[config.mk]
export PLATFORM = sky130hd
export DESIGN_NAME = dmem_bridge
export DESIGN_NICKNAME = d
export VERILOG_FILES = /design/src/rtl/dmem_pkg.sv /design/src/rtl/dmem_timeout_cnt.sv /design/src/rtl/dmem_bridge.sv
export SDC_FILE = /design/constraint.sdc
export NUM_CORES = 1
export LEC_CHECK = 0
export ABC_AREA = 0
export BUFFER_PORTS_ARGS = -buffer_cell sky130_fd_sc_hd__buf_2
export CORE_ASPECT_RATIO = 1.5
export CORE_MARGIN = 4
export CORE_UTILIZATION = 43
export DETAILED_ROUTE_END_ITERATION = 6
export PLACE_DENSITY = 0.77
export REMOVE_ABC_BUFFERS = 1
export SETUP_SLACK_MARGIN = 0.15
export SLEW_MARGIN = 30
export SYNTH_ARGS = -nofsm -noshare
export SYNTH_HDL_FRONTEND = slang
export SYNTH_SLANG_ARGS = --single-unit
[constraint.sdc]
create_clock -name clk -period 1.55 [get_ports clk]
set_input_delay 0.3875 -clock clk [delete_from_list [all_inputs] [get_ports clk]]
set_output_delay 0.3875 -clock clk [all_outputs]
set_load 0.03 [all_outputs]
[src/rtl/dmem_pkg.sv]
// Shared types and constants for the data-memory bridge.
// No logic; the counter width helper sizes dmem_timeout_cnt from TIMEOUT.
package dmem_pkg;

  typedef enum logic [1:0] {
    IDLE    = 2'd0,
    RD_WAIT = 2'd1,
    RD_DONE = 2'd2,
    WR_WAIT = 2'd3
  } dmem_state_t;

  localparam logic [31:0] DMEM_RD_ERR_DATA = 32'h0;

  function automatic int dmem_cnt_width(input int timeout);
    return $clog2(timeout + 1);
  endfunction

endpackage

[src/rtl/dmem_timeout_cnt.sv]
// Wait-cycle counter for one bus transaction; o_expired flags the TIMEOUT-th wait cycle.
// Registered count, combinational expiry; clear dominates enable.
module dmem_timeout_cnt
  import dmem_pkg::*;
#(
  parameter int TIMEOUT = 255
) (
  input  logic clk,
  input  logic reset,
  input  logic i_clr,
  input  logic i_en,
  output logic o_expired
);

  localparam int CW = dmem_cnt_width(TIMEOUT);

  logic [CW-1:0] r_cnt;

  always_ff @(posedge clk or negedge reset) begin
    if (!reset) begin
      r_cnt <= '0;
    end else if (i_clr) begin
      r_cnt <= '0;
    end else if (i_en) begin
      r_cnt <= r_cnt + CW'(1);
    end
  end

  // Count holds completed no-ack cycles, so TIMEOUT-1 marks the last allowed one.
  assign o_expired = (r_cnt == CW'(TIMEOUT - 1));

endmodule

[src/rtl/dmem_bridge.sv]
// Core data port to req/ack bus bridge: loads stall >=2 cycles, stores posted via one-entry buffer.
// Any access while the buffer is busy stalls the core; hung transactions abandoned after TIMEOUT.
module dmem_bridge
  import dmem_pkg::*;
#(
  parameter int TIMEOUT = 255
) (
  input  logic        clk,
  input  logic        reset,
  input  logic        memen,
  input  logic [3:0]  wea,
  input  logic [31:0] addr,
  input  logic [31:0] wdata,
  output logic [31:0] rdata,
  output logic        stall,
  output logic        bus_req,
  output logic [3:0]  bus_we,
  output logic [31:0] bus_addr,
  output logic [31:0] bus_wdata,
  input  logic        bus_ack,
  input  logic [31:0] bus_rdata,
  output logic        bus_err
);

  dmem_state_t r_state;
  logic [31:0] r_rdata;
  logic        r_bus_req;
  logic [3:0]  r_bus_we;
  logic [31:0] r_bus_addr;
  logic [31:0] r_bus_wdata;
  logic        r_bus_err;

  logic w_waiting;
  logic w_expired;
  logic w_stall;

  assign w_waiting = (r_state == RD_WAIT) || (r_state == WR_WAIT);

  dmem_timeout_cnt #(
    .TIMEOUT (TIMEOUT)
  ) u_timeout_cnt (
    .clk       (clk),
    .reset     (reset),
    .i_clr     (!w_waiting),
    .i_en      (w_waiting && !bus_ack),
    .o_expired (w_expired)
  );

  always_ff @(posedge clk or negedge reset) begin
    if (!reset) begin
      r_state     <= IDLE;
      r_rdata     <= '0;
      r_bus_req   <= 1'b0;
      r_bus_we    <= '0;
      r_bus_addr  <= '0;
      r_bus_wdata <= '0;
      r_bus_err   <= 1'b0;
    end else begin
      case (r_state)
        IDLE: begin
          if (memen) begin
            r_bus_addr <= addr & 32'hFFFF_FFFC;
            r_bus_req  <= 1'b1;
            if (wea != 4'b0000) begin
              r_bus_we    <= wea;
              r_bus_wdata <= wdata;
              r_state     <= WR_WAIT;
            end else begin
              r_bus_we <= 4'b0000;
              r_state  <= RD_WAIT;
            end
          end
        end
        RD_WAIT: begin
          // Ack wins over a simultaneous expiry.
          if (bus_ack) begin
            r_rdata   <= bus_rdata;
            r_bus_req <= 1'b0;
            r_state   <= RD_DONE;
          end else if (w_expired) begin
            r_rdata   <= DMEM_RD_ERR_DATA;
            r_bus_req <= 1'b0;
            r_bus_err <= 1'b1;
            r_state   <= RD_DONE;
          end
        end
        RD_DONE: begin
          r_state <= IDLE;
        end
        WR_WAIT: begin
          if (bus_ack) begin
            r_bus_req <= 1'b0;
            r_state   <= IDLE;
          end else if (w_expired) begin
            r_bus_req <= 1'b0;
            r_bus_err <= 1'b1;
            r_state   <= IDLE;
          end
        end
        default: begin
          r_state <= IDLE;
        end
      endcase
    end
  end

  // Gated by reset so the core is released immediately on asynchronous assertion.
  always_comb begin
    w_stall = 1'b0;
    case (r_state)
      IDLE:    w_stall = memen && (wea == 4'b0000);
      RD_WAIT: w_stall = 1'b1;
      RD_DONE: w_stall = 1'b0;
      WR_WAIT: w_stall = memen;
      default: w_stall = 1'b0;
    endcase
  end

  assign stall     = reset && w_stall;
  assign rdata     = r_rdata;
  assign bus_req   = r_bus_req;
  assign bus_we    = r_bus_we;
  assign bus_addr  = r_bus_addr;
  assign bus_wdata = r_bus_wdata;
  assign bus_err   = r_bus_err;

endmodule

## Yosys cells after proc, flatten, opt, wreduce, memory -nomap -nowiden

Index checks and enable logic that the tools add are counted.

- Register bits: 110
- Latch bits: 0
- Bits in writable memories: 0
- Bits in read-only memories: 0
- Logic and storage cells: 53
- Memories: 0

- Add/sub/neg operators: 1
- Multiply operators: 0
- Divide/modulo/power cells: 0
- Magnitude comparators: 0
- Eq/ne operators: 9
- Shift-type cells: 0
- Muxes and demuxes: 17
- Bitwise operators: 1
- Reduce and logical (&&, ||, !) cells: 17

Operators by type and width:

| operator | number |
|---|---|
| 32-bit two-way mux | 2 |
| 8-bit two-way mux | 2 |
| 2-bit two-way mux | 6 |
| 3-bit AND reduction | 4 |
| 8-bit by 1-bit adder with 8-bit output (second input constant) | 1 |
| 8-bit equality test (second input constant) | 1 |
| 2-bit one-hot mux with 4 select lines | 1 |
| 3-bit by 2-bit != test with 1-bit output (second input constant) | 2 |
| 2-bit equality test (second input constant) | 2 |
| 4-bit zero test | 1 |
| 4-bit two-way mux | 1 |
| 1-bit one-hot mux with 4 select lines | 1 |
| 2-bit AND reduction | 2 |
| 2-bit nonzero test | 2 |
| 4-bit nonzero test | 1 |
| 1-bit logical AND | 3 |
| 1-bit two-way mux | 3 |
| 3-bit by 1-bit != test with 1-bit output (second input constant) | 1 |
| 2-bit by 1-bit equality test with 1-bit output (second input constant) | 1 |
| 2-bit zero test | 1 |
| 2-bit by 1-bit != test with 1-bit output (second input constant) | 1 |
| 2-bit != test (second input constant) | 1 |
| 1-bit one-hot mux with 2 select lines | 1 |
| 2-bit OR reduction | 1 |
| other kinds (3) | 3 |

## Longest topological paths before layout

- Depth after elaboration: 5
- Gate-level depth with buffers: 7
- Gate-level depth less buffers: 5

## By module

Synthesis repeated with hierarchy kept, for this count alone.

- Cell total of the unflattened synthesis: 281
- Area total of the unflattened synthesis: 4377.9 µm²

Modules (own cells, without submodules):

| module | instances | cells an instance | area an instance (µm²) | seq. area each (µm²) |
|---|---|---|---|---|
| dmem_bridge | 1 | 240 | 3967.6 | 2552.4 |
| dmem_timeout_cnt | 1 | 41 | 410.4 | 200.2 |

## Worst setup path after synthesis

OpenSTA, ideal clock, no wires.

- Path kind: input-to-output
- Start: input wea[2]
- End: output stall
- Data arrival time: 1.588 ns
- Required time: 1.162 ns
- Path slack: -0.425 ns
- Stages on the path: 3
- Cell sequence: nor4_2 -> a21oi_1 -> o21ai_0

- Word-level cells in the longest chain between the ends: 4

Ends and longest elaborated chain:

| element | RTL line | RTL |
|---|---|---|
| start, declared | dmem_bridge.sv:11 | `input logic [3:0] wea,` |
| 4-bit zero test | dmem_bridge.sv:111 | `IDLE: w_stall = memen && (wea == 4'b0000);` |
| 1-bit logical AND | dmem_bridge.sv:111 |  |
| 1-bit one-hot mux with 4 select lines | dmem_bridge.sv:110 | `case (r_state)` |
| 1-bit logical AND | dmem_bridge.sv:119 | `assign stall = reset && w_stall;` |
| end, declared | dmem_bridge.sv:15 | `output logic stall,` |

No other way between the ends.

## Worst setup path in the final report

- Start: register r_state[1]
- End: register r_bus_we[1], in the netlist bus_we[1]

- Word-level cells in the longest chain between the ends: 2

Ends and longest elaborated chain:

| element | RTL line | RTL |
|---|---|---|
| start, declared | dmem_bridge.sv:25 | `dmem_state_t r_state;` |
| start signal, assigned | dmem_bridge.sv:51 | `r_state <= IDLE;` |
| start signal, assigned | dmem_bridge.sv:67 | `r_state <= WR_WAIT;` |
| start signal, assigned | dmem_bridge.sv:70 | `r_state <= RD_WAIT;` |
| 2-bit zero test | dmem_bridge.sv:59 | `case (r_state)` |
| 2-bit AND reduction (no line) | - |  |
| end signal, assigned | dmem_bridge.sv:65 | `r_bus_we <= wea;` |
| end, declared | dmem_bridge.sv:28 | `logic [3:0] r_bus_we;` |

No other way between the ends.
A chain may end at the register's enable or synchronous reset.

==> results.txt <==
----------------------------------------------------
[Floorplanning]
  Area of the core region ... 10,500 um^2
  Row cnt ... 46
  Full die area ... about 13,000 um^2
  Number of placed I/O pins ... 207
  Effective utilization at floorplan ... 44.0%
  Height of the die ... ~140 um
  Die width ... 92.8 um

[Synth]
  Leading cell type by number of instances after synthesis ... dfrtp_1
  Commonest cells post-synth ... dfrtp_1, mux2_2, inv_1
  Cell taking the most area after synthesis ... dfrtp_1
  Post-synth top area share ... 59.4%
  Number of synthesized flops with an enable pin ... 0
  Most used flip-flop cell after synthesis ... dfrtp_1
  Async set-reset flop share out of synthesis ... between 90% and 100%
  Mapped Cells ... 345
  Register bit count reported by yosys ... 110
  Count of different cell masters after synthesis ... 38
  Ys Warns ... 0
  Area contributors post-synth ... dfrtp_1, mux2_4, mux2_2
  Share of synthesized area occupied by flip-flops and latches ... 59.4%
  Post-Synthesis Mean Instance Area ... about 13 um^2
  Post-Syn Area ... ~4600 um^2

[Outcome]
  Failing checks ... negative setup slack
  Status ... finished, violations left

[Timing]
  Hold violation total from the final report ... 0
  Max Slew Vio Count ... 0
  Unrepaired setup endpoints after global routing ... yes
  Count of final setup violators ... 67
  Worst Slack Setup Final ... -0.108 ns
  Transition time at the pin with the least slew margin ... 0.821 ns
  Max-slew headroom at the worst pin ... 45.2%
  Highest clock rate ... 603 MHz
  Shortest clock period the worst path allows after layout ... between 1.5 and 2 ns
  Largest clock skew in the final design ... 0.00699 ns
  Fin crit share ... 107%
  Sum Neg Setup Slack ... -5.14 ns

[Routing]
  Ratio of routed vias to standard cells ... about 5.1
  Number of remaining DRC errors ... 0
  Total via count after detailed routing ... 3,700
  Final routed wirelength across all metal layers ... 12.9 mm
  Number of nets with antenna violations after detailed routing ... 0
  Count of routing violations after the opening detailed-route iteration ... 89
  Number of detailed-routing iterations run before antenna repair ... 4
  Mean routed wirelength per cell ... 17.8 um

[Finish]
  Fin util ... 64.9%
  Fraction of layout instances using a drive strength above 1 ... 66.8%
  Layout overhead on the synthesized area ... 47.5%
  Antenna Cells ... 0
  Total of fill cells in the finished design ... 787
  Total number of nets in the final design ... about 680
  Number of standard cells in the layout, taps in and fillers out ... 725
  Multi-input gate area ... 1890 um^2
  Storage element area ... 2750 um^2

[Global route]
  Antenna violations before repair ... 0
  First-pass GRT wire length ... 18.3 mm
  Overflow after GRT ... 0
  Number of global-route vias before repair ... 3,711
  Maximum number of pins on one net before global-route repair ... 67
  Aggregate global-route resource usage ... 18.4%

[Pwr]
  Power density of the placed cells ... between 2000 and 2500 nW/um^2
  Cell leakage power ... 3.35 nW
  Worst IR Drop VDD ... 0.00135 V
  Power consumption ... 16.2 mW

[Placed design]
  Total placed cells including tap cells ... 685
  Port Buffers ... between 200 and 250
  Detail Placement HPWL ... 8.46 mm
  Global placer's final weighted congestion ... 0.784

[Critical path]
  Type of the worst setup path ... flop to flop
  Sort of element at the start of the critical path ... flop
  Endpoint arrival time on the critical path ... approximately 1.9 ns
  Crit. End Element ... flop
  Biggest fanout along the worst timing path ... 36
  Worst EP required ... 1.77 ns

[Clock tree]
  Clock slew at reported path FFs ... roughly 0.07 ns
  Htree depth ... 3
  CTS buffer count ... 9
  Deepest clock path buffer count ... 2
  Root Buffer ... clkbuf_16
  Number of hold-repair buffers added at the cts stage ... 0
  Clock tree from TritonCTS ... done
  Skew-Pair Late Insertion Delay ... around 0.34 ns
  # clock sinks ... 110

[Min path]
  Path category of the worst min-delay check ... input pin to asynchronous set/reset pin

[Run]
  Total of max-cap violations ... 0

----------------------------------------------------
[final timing paths]
| path | startpoint | endpoint | slack [ns] | cells after the start |
|---|---|---|---|---|
| worst max-delay path | r_state[1] | bus_we[1] | -0.11 | 4 |
| max in group asynchronous | reset | bus_wdata[7] | 0.71 | 2 |
| worst min register to register | bus_err | bus_err | 0.49 | 2 |
| min in group clk | bus_rdata[22] | rdata[22] | 0.26 | 3 |
| worst max register to register | r_state[1] | bus_we[1] | -0.11 | 4 |
| worst min-delay path | reset | r_state[0] | 0.18 | 2 |
[sequential cells by signal, summed over array words and instances, names as in the netlist]
register / count
bus_addr: 30
bus_err: 1
bus_req: 1
bus_wdata: 32
bus_we: 4
r_state: 2
rdata: 32
u_timeout_cnt.r_cnt: 8
[placed cells by master (no fill, tap or decap), types with 2 or more instances in the layout]
master,n
buf_4,16
buf_6,11
clkinvlp_4,3
mux2_4,32
o21ai_1,12
xor2_1,3
a22oi_2,32
inv_1,35
nand2b_4,2
clkbuf_8,2
nand4b_1,2
buf_12,5
a21oi_1,3
or3_1,4
conb_1,2
nand3_1,2
a21oi_2,2
o21ai_0,3
clkbuf_16,15
buf_2,200
dfrtp_1,109
mux2_2,34
o21ai_2,21
buf_16,3
nor2_1,6
[critical path, cell delays in order, from the launching register on]
cell	delay (ns)
dfrtp_1	0.40
buf_6	0.13
nor3b_4	0.16
buf_4	0.43
mux2_2	0.40
[per-stage QoR]
step / worst slack [ns] / hold WS, ns / area, um^2
final: -0.108 / 0.180 / 6840
after global routing: -0.180 / 0.228 / 6840
after CTS: -0.129 / 0.189 / 6370
after detailed placement: -0.213 / 0.463 / 5840
after global placement: -0.225 / 0.459 / 5840
after floorplan: -1.93 / 0.0919 / 4470
[metal layers]
metal	vias up	share of wire, %	global-route usage, %
met2	140	55	33.7
met1	1860	36	21.0
li1	1669	-	-
met5	-	0	0
met4	0	3.2	7.58
met3	31	5.2	3.22
[cells by family after synthesis]
group,count (synthesis),synth area share [%]
compound gates,78,10.5
buf+inv,58,6.45
other cells,1,0.0809
xor+xnor,4,0.756
fa+ha+maj,2,0.540
mux,66,18.5
simple gates,26,3.78
flops,110,59.4
[cell type report]
type | count | share of cell area (%)
Tap cell | 144 | 2.64
Timing Repair Buffer | 241 | 23.1
Clock buffer | 11 | 3.70
Inverter | 36 | 1.98
Sequential cell | 110 | 40.3
Clock inverter | 5 | 0.622
Multi-Input combinational cell | 178 | 27.7
[where the power goes]
part / internal, mW / switching [mW]
logic: 3.68 / 5.09
clock network: 1.19 / 1.06
registers: 4.24 / 0.911
total: 9.11 / 7.07
[repair_timing]
action,in CTS,in global routing
cloned,3,6
setup buffers,11,4
endpoints found under the setup margin,70,105
resized for setup,26,84
pin swaps,6,36
(Power assumes the default switching activity.)
